$ cat src/rtl/alu_pkg.sv
// rtl/alu_pkg.sv - shared types, widths and rotate helpers for the ALU issue unit
package alu_pkg;
    localparam int W = 8;

    typedef enum logic [3:0] {
        OP_ADD, OP_SUB, OP_NOTA, OP_NOTB, OP_OR, OP_AND, OP_XOR, OP_SHL,
        OP_SHR, OP_SRA, OP_ROL, OP_ROR, OP_MULLO, OP_MULHI, OP_PASSA, OP_PASSB
    } alu_op_e;

    typedef struct packed {
        logic z;
        logic n;
        logic c;
        logic v;
    } alu_flags_t;

    typedef enum logic {IDLE, MUL} state_e;

    function automatic logic [W-1:0] rol(input logic [W-1:0] x, input logic [2:0] s);
        logic [2*W-1:0] t;
        t = {x, x} << s;
        return t[2*W-1:W];
    endfunction

    function automatic logic [W-1:0] ror(input logic [W-1:0] x, input logic [2:0] s);
        logic [2*W-1:0] t;
        t = {x, x} >> s;
        return t[W-1:0];
    endfunction
endpackage

$ cat src/rtl/alu_issue_unit_if.sv
// rtl/alu_issue_unit_if.sv - command and result handshakes of the ALU issue unit
interface alu_issue_unit_if;
    import alu_pkg::*;

    logic         in_valid;
    logic         in_ready;
    logic [3:0]   in_op;
    logic [W-1:0] in_a;
    logic [W-1:0] in_b;
    logic         out_valid;
    logic         out_ready;
    logic [W-1:0] out_res;
    logic [3:0]   out_flags;
    logic         out_err;

    modport master (
        output in_valid, in_op, in_a, in_b, out_ready,
        input  in_ready, out_valid, out_res, out_flags, out_err
    );

    modport slave (
        input  in_valid, in_op, in_a, in_b, out_ready,
        output in_ready, out_valid, out_res, out_flags, out_err
    );
endinterface

$ cat src/rtl/alu_core.sv
// rtl/alu_core.sv - combinational datapath for every single-cycle opcode
module alu_core
    import alu_pkg::*;
(
    input  alu_op_e      op_i,
    input  logic [W-1:0] a_i,
    input  logic [W-1:0] b_i,
    output logic [W-1:0] res_o,
    output alu_flags_t   flags_o
);
    logic [W:0] sum;
    logic [W:0] diff;
    logic [2:0] sh;
    logic       c;
    logic       v;

    always_comb begin
        sum   = {1'b0, a_i} + {1'b0, b_i};
        diff  = {1'b0, a_i} - {1'b0, b_i};
        sh    = b_i[2:0];
        c     = 1'b0;
        v     = 1'b0;
        res_o = '0;
        case (op_i)
            OP_ADD: begin
                res_o = sum[W-1:0];
                c     = sum[W];
                v     = (a_i[W-1] == b_i[W-1]) && (sum[W-1] != a_i[W-1]);
            end
            OP_SUB: begin
                // carry is "no borrow": set when A >= B unsigned
                res_o = diff[W-1:0];
                c     = ~diff[W];
                v     = (a_i[W-1] != b_i[W-1]) && (diff[W-1] != a_i[W-1]);
            end
            OP_NOTA:  res_o = ~a_i;
            OP_NOTB:  res_o = ~b_i;
            OP_OR:    res_o = a_i | b_i;
            OP_AND:   res_o = a_i & b_i;
            OP_XOR:   res_o = a_i ^ b_i;
            OP_SHL:   res_o = a_i << sh;
            OP_SHR:   res_o = a_i >> sh;
            OP_SRA:   res_o = $signed(a_i) >>> sh;
            OP_ROL:   res_o = rol(a_i, sh);
            OP_ROR:   res_o = ror(a_i, sh);
            OP_MULLO: res_o = '0;
            OP_MULHI: res_o = '0;
            OP_PASSA: res_o = a_i;
            OP_PASSB: res_o = b_i;
        endcase
        flags_o.z = (res_o == '0);
        flags_o.n = res_o[W-1];
        flags_o.c = c;
        flags_o.v = v;
    end
endmodule

$ cat src/rtl/alu_issue_unit.sv
// rtl/alu_issue_unit.sv - issue FSM, shift-add multiplier and result register
// ALU_ISSUE_MUL_EN builds the multiplier; otherwise opcodes 12/13 return out_err.
module alu_issue_unit
    import alu_pkg::*;
(
    input  logic           clk,
    input  logic           rst_n,
    alu_issue_unit_if.slave bus
);
    logic         idle;
    logic         accept;
    logic         is_mul_op;
    logic         single;
    logic         mul_done;
    logic [W-1:0] mul_res;
    logic [W-1:0] core_res;
    alu_flags_t   core_flags;

    logic         valid_q, valid_d;
    logic [W-1:0] res_q, res_d;
    alu_flags_t   flags_q, flags_d;
    logic         err_q, err_d;

    alu_core u_core (
        .op_i    (alu_op_e'(bus.in_op)),
        .a_i     (bus.in_a),
        .b_i     (bus.in_b),
        .res_o   (core_res),
        .flags_o (core_flags)
    );

    assign is_mul_op = (bus.in_op == OP_MULLO) || (bus.in_op == OP_MULHI);
    assign bus.in_ready = idle && (!valid_q || bus.out_ready);
    assign accept = bus.in_valid && bus.in_ready;

`ifdef ALU_ISSUE_MUL_EN
    localparam int MUL_CYCLES = W;

    state_e           state_q, state_d;
    logic [2:0]       cnt_q, cnt_d;
    logic [2*W-1:0]   acc_q, acc_d;
    logic [W-1:0]     a_q, a_d;
    logic [W-1:0]     b_q, b_d;
    logic             hi_q, hi_d;

    always_ff @(posedge clk) begin
        if (!rst_n) begin
            state_q <= IDLE;
            cnt_q   <= '0;
            acc_q   <= '0;
            a_q     <= '0;
            b_q     <= '0;
            hi_q    <= 1'b0;
        end else begin
            state_q <= state_d;
            cnt_q   <= cnt_d;
            acc_q   <= acc_d;
            a_q     <= a_d;
            b_q     <= b_d;
            hi_q    <= hi_d;
        end
    end

    always_comb begin
        state_d  = state_q;
        cnt_d    = cnt_q;
        acc_d    = acc_q;
        a_d      = a_q;
        b_d      = b_q;
        hi_d     = hi_q;
        mul_done = 1'b0;
        case (state_q)
            IDLE: begin
                if (accept && is_mul_op) begin
                    state_d = MUL;
                    cnt_d   = '0;
                    acc_d   = '0;
                    a_d     = bus.in_a;
                    b_d     = bus.in_b;
                    hi_d    = bus.in_op[0];
                end
            end
            MUL: begin
                // last iteration's partial product feeds the result register directly
                acc_d = acc_q + (b_q[cnt_q] ? ({{W{1'b0}}, a_q} << cnt_q) : '0);
                cnt_d = cnt_q + 3'd1;
                if (cnt_q == 3'(MUL_CYCLES - 1)) begin
                    state_d  = IDLE;
                    mul_done = 1'b1;
                end
            end
        endcase
        mul_res = hi_q ? acc_d[2*W-1:W] : acc_d[W-1:0];
    end

    assign idle   = (state_q == IDLE);
    assign single = !is_mul_op;
`else
    assign idle     = 1'b1;
    assign single   = 1'b1;
    assign mul_done = 1'b0;
    assign mul_res  = '0;
`endif

    always_comb begin
        valid_d = valid_q;
        res_d   = res_q;
        flags_d = flags_q;
        err_d   = err_q;
        if (mul_done) begin
            valid_d   = 1'b1;
            res_d     = mul_res;
            flags_d.z = (mul_res == '0);
            flags_d.n = mul_res[W-1];
            flags_d.c = 1'b0;
            flags_d.v = 1'b0;
            err_d     = 1'b0;
        end else if (accept && single) begin
            valid_d = 1'b1;
            res_d   = core_res;
            flags_d = core_flags;
            err_d   = is_mul_op;
        end else if (bus.out_ready) begin
            valid_d = 1'b0;
        end
    end

    always_ff @(posedge clk) begin
        if (!rst_n) begin
            valid_q <= 1'b0;
            res_q   <= '0;
            flags_q <= '0;
            err_q   <= 1'b0;
        end else begin
            valid_q <= valid_d;
            res_q   <= res_d;
            flags_q <= flags_d;
            err_q   <= err_d;
        end
    end

    assign bus.out_valid = valid_q;
    assign bus.out_res   = res_q;
    assign bus.out_flags = flags_q;
    assign bus.out_err   = err_q;
endmodule

$ cat src/flat_wrapper.sv
// flat-port wrapper written by rule: the top's interface ports become plain ports
module alu_issue_unit_flat import alu_pkg::*;
  (clk, rst_n, bus_in_valid, bus_in_op, bus_in_a, bus_in_b, bus_out_ready, bus_in_ready, bus_out_valid, bus_out_res, bus_out_flags, bus_out_err);
  alu_issue_unit_if bus_i ();
  input  logic clk;
  input  logic rst_n;
  input wire logic [$bits(bus_i.in_valid)-1:0] bus_in_valid;
  input wire logic [$bits(bus_i.in_op)-1:0] bus_in_op;
  input wire logic [$bits(bus_i.in_a)-1:0] bus_in_a;
  input wire logic [$bits(bus_i.in_b)-1:0] bus_in_b;
  input wire logic [$bits(bus_i.out_ready)-1:0] bus_out_ready;
  output wire logic [$bits(bus_i.in_ready)-1:0] bus_in_ready;
  output wire logic [$bits(bus_i.out_valid)-1:0] bus_out_valid;
  output wire logic [$bits(bus_i.out_res)-1:0] bus_out_res;
  output wire logic [$bits(bus_i.out_flags)-1:0] bus_out_flags;
  output wire logic [$bits(bus_i.out_err)-1:0] bus_out_err;
  assign bus_i.in_valid = bus_in_valid;
  assign bus_i.in_op = bus_in_op;
  assign bus_i.in_a = bus_in_a;
  assign bus_i.in_b = bus_in_b;
  assign bus_i.out_ready = bus_out_ready;
  assign bus_in_ready = bus_i.in_ready;
  assign bus_out_valid = bus_i.out_valid;
  assign bus_out_res = bus_i.out_res;
  assign bus_out_flags = bus_i.out_flags;
  assign bus_out_err = bus_i.out_err;
  alu_issue_unit u_core (.clk(clk), .rst_n(rst_n), .bus(bus_i));
endmodule
$ cat config.mk
export PLATFORM = sky130hd
export DESIGN_NAME = alu_issue_unit_flat
export DESIGN_NICKNAME = d
export VERILOG_FILES = /design/src/rtl/alu_pkg.sv /design/src/rtl/alu_issue_unit_if.sv /design/src/rtl/alu_core.sv /design/src/rtl/alu_issue_unit.sv /design/src/flat_wrapper.sv
export SDC_FILE = /design/constraint.sdc
export NUM_CORES = 1
export LEC_CHECK = 0
export CAP_MARGIN = 30
export CORE_ASPECT_RATIO = 0.9
export CORE_MARGIN = 4
export CORE_UTILIZATION = 35
export DETAILED_ROUTE_END_ITERATION = 10
export GPL_TIMING_DRIVEN = 0
export PLACE_DENSITY = 0.6
export SLEW_MARGIN = 10
export SYNTH_ARGS = -nofsm -noshare
export SYNTH_HDL_FRONTEND = slang
export SYNTH_SLANG_ARGS = --single-unit
export TNS_END_PERCENT = 50
$ cat constraint.sdc
create_clock -name clk -period 2.9 [get_ports clk]
set_input_delay 0.29 -clock clk [delete_from_list [all_inputs] [get_ports clk]]
set_output_delay 0.29 -clock clk [all_outputs]
set_load 0.1 [all_outputs]
==> metrics.md <==
| Metric | Value |
|---|---|
| Outcome | finished, final reports clean |
| Placed insts | 577 |
| Largest net degree at the start of global routing | 12 |
| Vias in the first global route | roughly 3400 |
| Total gr overflow | 0 |
| Rows | 32 |
| Max-Slew Margin vs Limit | 0.350 |
| Leakage Power | 1.52 nW |
| Clk Latency, worst-skew pair | 240 ps |
| Layout Cells excl Fill | 584 |
| Clock root buffer | clkbuf_8 |
| Worst vdd ir | 0.159 mV |
| Die area | 10700 sq um |
| WP data required | around 3000 ps |
| Ys Warns | 0 |
| Number of remaining DRC errors | 0 |
| Hold_sp | u_core.bus.out_flags[3]$_SDFFE_PN0P_ |
| WP data arrival | between 2000 and 3000 ps |
| Pre-Repair DR Iteration Count | 6 |
| FF-to-FF path depth | 7 |
| Via count | 3686 |
| Antenna diodes | 0 |
| Mapped Nets | roughly 470 |
| Initial core utilization | 0.365 |
| Worst-margin pin slew | between 900 and 1000 ps |
| CP max FO | 10 |
| EDFF count, synth | 0 |
| Total track usage | 0.238 |
| Share of the synthesized area in the top cell type | 0.102 |
| Clock sinks | 13 |
| Core box area | roughly 8700 sq um |
| FFs w/ async S/R, synth | 0 |
| Initial antenna violation count | 0 |
| Fin. max-slew vios | 0 |
| Via density | 6.31 |
| Crit start category | primary input |
| Largest area contributor in the netlist | ha_1 |
| CTS Buf Count | 3 |
| Setup TNS | 0 ps |
| Cell Area, Synth | 3190 sq um |
| Hold Crit Depth | 2 |
| Clock Tree Buf Depth | 2 |
| Seq/Total Area, Yosys | 0.0817 |
| Share of post-route cells with drive strength above 1 | 0.200 |
| Most frequent cell after synthesis | nand2_1 |
| H-tree levels | 1 |
| Mapped Avg Cell Area | around 7.6 sq um |
| Die width | 109 um |
| Setup violators final | 0 |
| Initial DRC count | 386 |
| Final number of hold-violating endpoints | 0 |
| Crit end category | flop |
| Worst-path clk slew | 50 ps |
| Post-CTS Hold Buffers | 0 |
| CTS tree | yes |
| Global-route wire length before repair | 19800 um |
| Placed Area | 3710 sq um |
| Avg WL per Cell | 22.1 um |
| Power per cell area | 278 nW/um^2 |
| HP Class | reg2reg |
| Synth top area cells | ha_1 10%, mux4_2 9.2%, dfxtp_1 8.2% |
| Post-Route WL | approximately 13000 um |
| FMAX | about 360 MHz |
| Routed Antenna Nets | 0 |
| Worst Setup Path Type | in2reg |
| DP Wirelength | 9990 um |
| Reg2reg end | u_core.bus.out_flags[3]$_SDFFE_PN0P_ |
| Port buffer count | 37 |
| R2R Setup Slk | 1250 ps |
| Final instance area | between 3000 and 4000 sq um |
| Maxcap violations | 0 |
| Clock Skews | about 2.2 ps |
| Critical Path Start | bus_in_op[2] |
| Post-route minimum period | 2820 ps |
| Library cells used by synthesis | between 70 and 80 |
| Height of the die | 98.5 um |
| Endpoint, Worst Hold | u_core.bus.out_flags[3]$_SDFFE_PN0P_ |
| Dominant synthesized flop cell | dfxtp_1 |
| R2R Path Start | u_core.bus.out_valid$_SDFFE_PN0P_ |
| Syn Inst Count | 420 |
| Layout area overhead | 21.8% |
| Synth top cells by count | 35 x nand2_1, 26 x a21oi_1, 26 x ha_1, 26 x nor2_1, 25 x inv_1 |
| Synth Register Bits | 13 |
| Final period util | 0.971 |
| I/O pin cnt | 39 |
| Net count, final | 518 |
| Finished Core Util | 0.445 |
| Gpl congestion | 0.977 |
[flip-flops by register name, summed over array words and instances, names as in the netlist]
| register | cells |
|---|---|
| u_core.bus.out_err | 1 |
| u_core.bus.out_valid | 1 |
| u_core.bus.out_res | 7 |
| u_core.bus.out_flags | 4 |
[layout by cell type, fill, tap and decap left out, drive strengths merged, types with 7 or more instances in the layout]
cell type and n:
o211ai 7, nor2 26, inv 28, clkdlybuf4s50 28
ha 26, mux2 9, a21oi 26, o21ai 26
a211oi 9, a31oi 12, clkbuf 25, buf 33
nand2 35, nor3 8, mux4 13, nand3 15
mux2i 13, nand2b 9, dfxtp 13, nor2b 7
[metrics by stage]
stage          setup slack (ps)  power, mW  hold slack [ps]
3_3_place_gp              -1250      0.872              452
2_1_floorplan               104      0.668              428
3_5_place_dp              -1220      0.871              452
6_report                   84.4       1.08              460
4_1_cts                    18.6       1.05              460
5_1_grt                   -73.3       1.14              494
[worst max path at each step]
stage                                            to  slack (ps)  cells past startpoint
2_1_floorplan    u_core.bus.out_res[2]$_SDFFE_PN0P_         100                      5
3_3_place_gp   u_core.bus.out_flags[0]$_SDFFE_PN0P_       -1250                     12
3_5_place_dp   u_core.bus.out_flags[0]$_SDFFE_PN0P_       -1220                     12
4_1_cts        u_core.bus.out_flags[0]$_SDFFE_PN0P_          20                     12
5_1_grt        u_core.bus.out_flags[3]$_SDFFE_PN0P_         -70                     14
6_report       u_core.bus.out_flags[3]$_SDFFE_PN0P_          80                     10
[where the power goes]
group	switching (mW)	total [mW]	internal [mW]	leakage [nW]
Combinational	0.455	0.720	0.265	1.39
Sequential	0.00665	0.198	0.192	0.107
Clock	0.0646	0.162	0.0971	0.0228
[final cells by class]
type | count | area, sq um
Timing Repair Buffer | 44 | 387
Tap cell | 119 | 149
Buffer | 40 | 282
Fill cell | 947 | 4850
Clock buffer | 4 | 45.0
Inverter | 28 | 108
Sequential cell | 13 | 260
Multi-Input combinational cell | 336 | 2650
[timing repair]
item                                    4_1_cts  5_1_grt
setup buffers                                 2        4
endpoints found under the setup margin       10        7
pin swaps                                     7       11
resized for setup                            36       36
[cells by family (layout without fill, tap and decap cells)]
group,count (synthesis),after routing,synth area share
compound gates,130,130,0.280
xor+xnor,5,5,0.0137
fa+ha+maj,28,28,0.115
buf+inv,71,116,0.112
flops,13,13,0.0817
mux,35,35,0.165
simple gates,138,138,0.233
[metal layers]
| layer | vias to the layer above | track usage | routed length [um] |
|---|---|---|---|
| met5 | - | 0 | 0 |
| li1 | 1657 | - | - |
| met4 | 0 | 0.0505 | 255 |
| met3 | 24 | 0.0452 | 1310 |
| met1 | 1782 | 0.353 | 5660 |
| met2 | 223 | 0.356 | 5680 |
[worst max-delay path, cell delays in order]
cell	delay, ps
clkdlybuf4s50_1	590
buf_2	260
clkbuf_1	410
o21ai_0	160
a32oi_1	250
o32ai_1	130
a211oi_1	380
and4_1	310
nand2_1	80
o21ai_1	120
Note: power is estimated with default switching activity, not from simulation.
